===== src/rtl/iob_pw_bridge.sv =====
// rtl/iob_pw_bridge.sv - CPU to asynchronous I/O bus bridge with posted-write FIFO
// Define IOB_TIMEOUT_EN to add a STRB watchdog of TOCYC cycles.
module iob_pw_bridge #(
  parameter int PWDEPTH = 2,
  parameter int TOCYC   = 255
) (
  input  logic        CLK,
  input  logic        nRES,
  input  logic        BACT,
  input  logic        IOCS,
  input  logic        IOPWCS,
  input  logic        nWE,
  input  logic [23:1] A,
  input  logic        nUDS,
  input  logic        nLDS,
  input  logic [15:0] D,
  output logic        nDTACKO,
  output logic [15:0] Q,
  output logic [23:1] IOA,
  output logic [15:0] IOD,
  output logic        IODOE,
  input  logic [15:0] IODI,
  output logic        nIOAS,
  output logic        nIOUDS,
  output logic        nIOLDS,
  output logic        IORnW,
  input  logic        nIODTACK,
  output logic        IOBUSY
);

  localparam int AW = (PWDEPTH > 1) ? $clog2(PWDEPTH) : 1;
  localparam int CW = AW + 1;

  typedef enum logic [1:0] {IDLE, ADDR, STRB, REL} state_t;

  typedef struct packed {
    logic [23:1] a;
    logic [15:0] d;
    logic        nuds;
    logic        nlds;
  } pw_t;

  state_t          state, state_nxt;
  pw_t             mem [PWDEPTH];
  pw_t             pend_e;
  logic [AW-1:0]   wp, rp;
  logic [CW-1:0]   cnt;
  logic            acc, pend, pend_rnw, live;
  logic            cur_posted, cur_nuds, cur_nlds;
  logic            dtk_s1, dtk;
  logic            full, push, pop, capture_dir;
  logic            load_fifo, load_dir, enter_rel, exit_rel;
  logic            to_hit, to_rel;

  // Fullness is judged on the pre-edge count, so a same-edge pop never admits a push.
  assign full        = (cnt == CW'(PWDEPTH));
  assign push        = BACT && IOPWCS && !nWE && !acc && !full;
  assign capture_dir = BACT && IOCS && !IOPWCS && !acc;
  assign load_fifo   = (state == IDLE) && (cnt != '0);
  assign load_dir    = (state == IDLE) && (cnt == '0) && pend && BACT;
  assign enter_rel   = (state == STRB) && (!dtk || to_hit);
  assign exit_rel    = (state == REL) && (dtk || to_rel);
  assign pop         = enter_rel && cur_posted;
  assign IOBUSY      = (cnt != '0) || (state != IDLE);

  always_comb begin
    state_nxt = state;
    case (state)
      IDLE:    if (load_fifo || load_dir) state_nxt = ADDR;
      ADDR:    state_nxt = STRB;
      STRB:    if (enter_rel) state_nxt = REL;
      REL:     if (exit_rel) state_nxt = IDLE;
      default: state_nxt = IDLE;
    endcase
  end

  always_ff @(posedge CLK or negedge nRES) begin
    if (!nRES) begin
      state  <= IDLE;
      dtk_s1 <= 1'b1;
      dtk    <= 1'b1;
    end else begin
      state  <= state_nxt;
      dtk_s1 <= nIODTACK;
      dtk    <= dtk_s1;
    end
  end

  always_ff @(posedge CLK) begin
    if (push) mem[wp] <= {A, D, nUDS, nLDS};
  end

  always_ff @(posedge CLK or negedge nRES) begin
    if (!nRES) begin
      wp  <= '0;
      rp  <= '0;
      cnt <= '0;
    end else begin
      if (push) wp <= wp + AW'(1);
      if (pop)  rp <= rp + AW'(1);
      if (push && !pop)      cnt <= cnt + CW'(1);
      else if (pop && !push) cnt <= cnt - CW'(1);
    end
  end

  // A falling BACT ends the CPU cycle: drops any pending request and any owed acknowledge.
  always_ff @(posedge CLK or negedge nRES) begin
    if (!nRES) begin
      acc      <= 1'b0;
      pend     <= 1'b0;
      pend_rnw <= 1'b1;
      pend_e   <= '0;
      live     <= 1'b0;
      nDTACKO  <= 1'b1;
    end else if (!BACT) begin
      acc     <= 1'b0;
      pend    <= 1'b0;
      live    <= 1'b0;
      nDTACKO <= 1'b1;
    end else begin
      if (push || capture_dir) acc <= 1'b1;
      if (capture_dir) begin
        pend     <= 1'b1;
        pend_rnw <= nWE;
        pend_e   <= {A, D, nUDS, nLDS};
      end else if (load_dir) begin
        pend <= 1'b0;
      end
      if (load_dir) live <= 1'b1;
      if (push || (enter_rel && !cur_posted && live)) nDTACKO <= 1'b0;
    end
  end

  always_ff @(posedge CLK or negedge nRES) begin
    if (!nRES) begin
      IOA        <= '0;
      IOD        <= '0;
      IORnW      <= 1'b1;
      IODOE      <= 1'b0;
      nIOAS      <= 1'b1;
      nIOUDS     <= 1'b1;
      nIOLDS     <= 1'b1;
      Q          <= '0;
      cur_posted <= 1'b0;
      cur_nuds   <= 1'b1;
      cur_nlds   <= 1'b1;
    end else begin
      if (load_fifo) begin
        IOA        <= mem[rp].a;
        IOD        <= mem[rp].d;
        cur_nuds   <= mem[rp].nuds;
        cur_nlds   <= mem[rp].nlds;
        IORnW      <= 1'b0;
        IODOE      <= 1'b1;
        cur_posted <= 1'b1;
      end else if (load_dir) begin
        IOA        <= pend_e.a;
        IOD        <= pend_e.d;
        cur_nuds   <= pend_e.nuds;
        cur_nlds   <= pend_e.nlds;
        IORnW      <= pend_rnw;
        IODOE      <= !pend_rnw;
        cur_posted <= 1'b0;
      end
      if (state == ADDR) begin
        nIOAS  <= 1'b0;
        nIOUDS <= cur_nuds;
        nIOLDS <= cur_nlds;
      end
      if (enter_rel) begin
        nIOAS  <= 1'b1;
        nIOUDS <= 1'b1;
        nIOLDS <= 1'b1;
        IODOE  <= 1'b0;
        if (IORnW) Q <= (to_hit && dtk) ? 16'hFFFF : IODI;
      end
      if (exit_rel) IORnW <= 1'b1;
    end
  end

`ifdef IOB_TIMEOUT_EN
  localparam int TW = $clog2(TOCYC + 1);
  logic [TW-1:0] to_cnt;
  logic          to_fired;

  assign to_hit = (state == STRB) && (to_cnt == TW'(TOCYC - 1));
  assign to_rel = to_fired;

  always_ff @(posedge CLK or negedge nRES) begin
    if (!nRES) begin
      to_cnt   <= '0;
      to_fired <= 1'b0;
    end else begin
      if (state != STRB)  to_cnt <= '0;
      else if (!to_hit)   to_cnt <= to_cnt + TW'(1);
      if (enter_rel) to_fired <= to_hit && dtk;
    end
  end
`else
  assign to_hit = 1'b0;
  assign to_rel = 1'b0;
`endif

endmodule


===== config.mk =====
export PLATFORM = sky130hd
export DESIGN_NAME = iob_pw_bridge
export DESIGN_NICKNAME = d
export VERILOG_FILES = /design/src/rtl/iob_pw_bridge.sv
export SDC_FILE = /design/constraint.sdc
export NUM_CORES = 1
export LEC_CHECK = 0
export CAP_MARGIN = 20
export CORE_MARGIN = 3
export CORE_UTILIZATION = 40
export CTS_BUF_LIST = sky130_fd_sc_hd__clkbuf_4
export DETAILED_ROUTE_END_ITERATION = 12
export PLACE_DENSITY_LB_ADDON = 0.3
export SYNTH_ARGS = -nofsm -noshare
export SYNTH_HDL_FRONTEND = slang
export SYNTH_SLANG_ARGS = --single-unit

===== constraint.sdc =====
create_clock -name CLK -period 6.6 [get_ports CLK]
set_input_delay 1.32 -clock CLK [delete_from_list [all_inputs] [get_ports CLK]]
set_output_delay 1.32 -clock CLK [all_outputs]
set_load 0.01 [all_outputs]

## Word-level counts from Yosys, hierarchy flattened

Memories as Yosys holds them, arrays and structs flattened.
Index checks and enable logic that the tools add are counted.

| word-level totals | value |
|---|---|
| bits in registers | 117 |
| memory bits (writable) | 82 |
| output and inout bits | 62 |
| memories | 1 |

| operators by class | value |
|---|---|
| add/sub/neg operators | 4 |
| equality and inequality tests | 11 |
| multiplexer cells | 38 |
| reduce and logical (&&, ||, !) cells | 43 |

Memories:

| memory | depth | width | rd ports | clocked after memory_dff | wr ports | line | RTL |
|---|---|---|---|---|---|---|---|
| mem | 2 | 41 | 1 | 0 | 1 | 44 | `pw_t mem [PWDEPTH];` |

Operator list:

| cell | number |
|---|---|
| $mux 23 | 2 |
| $mux 16 | 2 |
| $mux 1 | 28 |
| $logic_and 1x1->1 | 18 |
| $mux 2 | 5 |
| $reduce_bool 2->1 | 5 |
| $logic_not 1->1 | 9 |
| $ne 2x1->1 const B | 4 |
| $pmux 2 s4 | 1 |
| $eq 2x2->1 const B | 3 |
| $reduce_bool 3->1 | 2 |
| $logic_not 2->1 | 2 |
| $logic_or 1x1->1 | 4 |
| $ne 2x2->1 const B | 2 |
| $reduce_and 2->1 | 2 |
| $ne 3x1->1 const B | 1 |
| $reduce_and 3->1 | 1 |
| $add 1x1->1 const B | 2 |
| $add 2x1->2 const B | 1 |
| $eq 2x1->1 const B | 1 |
| $sub 2x1->2 const B | 1 |

## Depth between registers and ports, before layout

| logic depth | value |
|---|---|
| depth in word-level cells | 8 |
| gate-level depth with buffers | 8 |

## Least setup slack after synthesis

No wires, ideal clock.

| timing path | value |
|---|---|
| path type | input -> register |
| start point | input port BACT |
| end point | memory mem[0][0] (netlist name) (enable) |
| library setup time | 444 ps |
| data arrival time | 3688 ps |
| required time | 6156 ps |
| path slack | 2468 ps |
| cell stages on the path | 4 |
| buffers on the path | 1 |
| cell sequence | nor2b_1 and4b_1 clkbuf_1 nor2b_1 |

| on the way | value |
|---|---|
| cells in the longest elaborated chain, start to end | 6 |

RTL lines:

| item | line | RTL |
|---|---|---|
| from (decl) | 9 | `input logic BACT,` |
| $logic_and 1x1->1 (4 in a row) | 57 | `assign push = BACT && IOPWCS && !nWE && !acc && !full;` |
| via push | 51 | `logic full, push, pop, capture_dir;` |
| $mux 1 | 90 | `if (push) mem[wp] <= {A, D, nUDS, nLDS};` |
| $mux 1 (implied by the code) | 90 |  |
| to (decl) | 44 |  |

The timed path passes the listed nets, and every way through them passes these cells.

## Worst setup path after layout

| timing path | value |
|---|---|
| start point | register state[1] |
| end point | output port IOBUSY |

| on the way | value |
|---|---|
| cells in the longest elaborated chain, start to end | 2 |

RTL lines:

| item | line | RTL |
|---|---|---|
| from (decl) | 43 | `state_t state, state_nxt;` |
| from (signal assigned) | 83 | `state <= state_nxt;` |
| $reduce_bool 2->1 | 64 | `assign IOBUSY = (cnt != '0) \|\| (state != IDLE);` |
| $logic_or 1x1->1 | 64 |  |
| to (decl) | 28 | `output logic IOBUSY` |

No other way between the ends.

==> flow_summary.json <==
{
  "synthToLayoutAreaGrowth_pct": 22.91,
  "standard_cell_core_area_um2": 18390,
  "synth_top_cell_area_share_pct": 34.99,
  "cts-htree-levels": 4,
  "postSynth.topFlopCell": "sky130_fd_sc_hd__dfrtp_1",
  "diodes": 0,
  "setup_tns_ns": 0,
  "cts_hold_buf": 0,
  "timing.critical_path.fanout_max": 4,
  "die_h_um": 144.3,
  "mappedNetlistArea_um2": 7652,
  "synthTopCellsByCount": "sky130_fd_sc_hd__dfrtp_1, sky130_fd_sc_hd__edfxtp_1, sky130_fd_sc_hd__mux2_2",
  "cpMaxStageDelayCell": "sky130_fd_sc_hd__clkdlybuf4s50_1",
  "synth_cells": 458,
  "layout-drive-gt1-share_pct": 21.34,
  "endpoint_kind": "output pin",
  "maxCapViolCount": 0,
  "place_congestion": 0.7591,
  "period_minus_slack_ns": 3.694,
  "share_of_synthesized_registers_carrying_an_async_set_or_reset_pct": 58.79,
  "hold_path_class": "register to register",
  "remaining_global_route_overflow": 0,
  "numClockSinks": 199,
  "arrival_ns": 2.37,
  "place.detailed.instances": 791,
  "post_route_core_utilization_pct": 51.14,
  "layoutNonFillerInstCount": 824,
  "synth_area_leader_cell": "sky130_fd_sc_hd__dfrtp_1",
  "yosysWarningCount": 0,
  "number_of_resized_instances_in_the_post_cts_repair_step": 0,
  "detail_route.first_pass.iterations": 5,
  "synthDistinctLibCells": 38,
  "pwr_density_cell_nw_per_um2": 406.8,
  "cpLargestDelayFamily": "buffers and inverters",
  "critPathLaunchType": "register",
  "clk_pin_slew_worst_paths_ns": 0.15,
  "unrepaired_setup_endpoints_after_global_routing": "false",
  "timing.critical_path.slowest_cell_delay_ns": 0.51,
  "fp.dieW_um": 144.3,
  "cts_tree": "done",
  "cp_num_buf_inv": 3,
  "clockBufferDepth": 2,
  "timing.critical_path.cells": "inv_1 -> ha_1 -> nor3b_4 -> inv_2 -> clkdlybuf4s50_1",
  "synth_top_cells_by_area": "sky130_fd_sc_hd__dfrtp_1, sky130_fd_sc_hd__edfxtp_1, sky130_fd_sc_hd__mux2_2",
  "grt_first_pass_wirelength_um": 24340,
  "post-route-period-util_pct": 55.96,
  "crit_required_ns": 5.28,
  "antenna_found_initial": 0,
  "number_of_global_route_vias_before_repair": 4530,
  "worst_slew_pin_slew_ns": 1.021,
  "drt_wl_total_um": 15470,
  "synth_area_per_cell_um2": 16.71,
  "num_vias": 4311,
  "initial_core_util_pct": 41.61,
  "placement.io_buffers": 125,
  "run_status": "finished, final reports clean",
  "wl_per_cell_um": 18.77,
  "final_hold_viol_count": 0,
  "highest_achievable_clock_rate_mhz": 270.7,
  "insertion_delay_ns": 0.56,
  "power.leakage_nw": 3.707,
  "ios": 126,
  "synth_sequential_area_ratio_pct": 70.60,
  "cts.root.buffer_cell": "sky130_fd_sc_hd__clkbuf_4",
  "remaining_number_of_nets_flagged_by_the_antenna_check_after_routing": 0,
  "maxSlewViolCount": 0,
  "worst_skew_ns": 0.01746,
  "finalSetupViolCount": 0,
  "grt_usage_pct": 15.25,
  "drc_violations": 0,
  "detailedPlacementHpwl_um": 10070,
  "synth_seq_cells": 199,
  "cts_post_setup_buffers_inserted": 0,
  "library_cell_with_the_highest_instance_count_after_synthesis": "sky130_fd_sc_hd__dfrtp_1",
  "cts_made_buffers": 17,
  "setup_cp_type": "register to output pin",
  "count_of_flip_flops_with_a_built_in_enable_after_synthesis": 82,
  "syn_nets": 527,
  "timing.slew.headroom_pct": 31.72,
  "vias_per_cell": 5.232,
  "design.die.area_um2": 20830,
  "num-nets-final": 651,
  "drtIter0Drc": 222,
  "ir_drop_v": 0.0002005,
  "grt_max_degree": 68,
  "num_rows": 49
}
[logic make-up (layout without fill, tap and decap cells)]
kind of cell	Yosys count	after routing	synth area share, %
compound gates	55	55	7.047
xor+xnor	5	5	0.5724
fa+ha+maj	5	5	0.8175
buf+inv	30	167	2.714
flops	199	199	70.60
mux	102	102	14.31
simple gates	62	62	3.941
[sequential cells by signal, indices dropped and copies added, names as in the netlist, 2 cells and up]
signal and flops:
IOA 23, pend_e 41, Q 16, mem 82, IOD 16, cnt 2, state 2
[final timing paths]
path	startpoint	end	slack (ns)	cells past startpoint
worst min-delay path	dtk_s1	dtk	0.37	0
min in group asynchronous	nRES	IOA[1]	0.76	1
worst max-delay path	state[1]	IOBUSY	2.91	5
max in group asynchronous	nRES	rp	4.44	2
worst min register to register	dtk_s1	dtk	0.37	0
worst max register to register	cnt[0]	mem[1][10]	4.25	3
[metal layers]
layer	wire (um)	global-route usage, %	share of wire (%)	vias to the layer above
met5	0	0	0	-
met4	155	3.829	1.0	0
met3	843	4.101	5.4	12
met2	7328	24.43	47	132
met1	7140	20.86	46	2200
li1	-	-	-	1967
[metrics by stage]
stage | hold slack [ns] | cell area [um2] | power [mW] | setup slack [ns]
finish | 0.3709 | 9405 | 3.826 | 2.906
global route | 0.3766 | 9405 | 4.046 | 2.739
CTS | 0.3723 | 9385 | 3.870 | 2.862
detailed placement | 0.3516 | 9082 | 3.197 | 2.880
global placement | 0.3475 | 9035 | 3.131 | 2.800
floorplan | 0.3452 | 7652 | 2.570 | 2.468
[power by group]
group	total, mW	internal, mW	leakage [nW]	switching [mW]
Sequential	1.82	1.62	2.13	0.208
Clock	0.672	0.265	0.152	0.407
Combinational	1.33	0.765	1.43	0.565
Total	3.83	2.65	3.71	1.18
[worst reg2reg max path, stage by stage (launching register included)]
cell and delay, ns:
sky130_fd_sc_hd__dfrtp_1 0.58, sky130_fd_sc_hd__nand2b_1 0.17, sky130_fd_sc_hd__and4b_1 0.33, sky130_fd_sc_hd__and2_2 0.86
[area by class of cell]
class / count / area, um2
timing repair buffer: 130 / 1331
fill: 1539 / 8987
clock buffer: 17 / 127.6
inverter: 5 / 18.77
sequential: 199 / 5404
tap: 229 / 286.5
multi-input combinational: 229 / 2062
clock inverter: 15 / 175.2
[layout by cell type, fill, tap and decap left out, types with 3 or more instances in the layout]
cell type,synthesis,routed
sky130_fd_sc_hd__a221o_1,31,31
sky130_fd_sc_hd__dfrtp_1,107,106
sky130_fd_sc_hd__ha_1,5,5
sky130_fd_sc_hd__nand2_1,6,5
sky130_fd_sc_hd__inv_1,4,4
sky130_fd_sc_hd__nor2_1,42,42
sky130_fd_sc_hd__a221o_2,11,11
sky130_fd_sc_hd__dfstp_2,10,10
sky130_fd_sc_hd__bufinv_16,0,3
sky130_fd_sc_hd__clkinvlp_4,0,4
sky130_fd_sc_hd__clkdlybuf4s50_1,0,124
sky130_fd_sc_hd__mux2_2,58,58
sky130_fd_sc_hd__xor2_1,3,3
sky130_fd_sc_hd__inv_6,0,3
sky130_fd_sc_hd__o21ai_0,4,4
sky130_fd_sc_hd__buf_4,1,3
sky130_fd_sc_hd__mux2i_1,43,43
sky130_fd_sc_hd__edfxtp_1,82,82
sky130_fd_sc_hd__clkbuf_4,0,17
sky130_fd_sc_hd__nand2b_1,3,3
No activity file was read; power rests on OpenSTA's default activity.
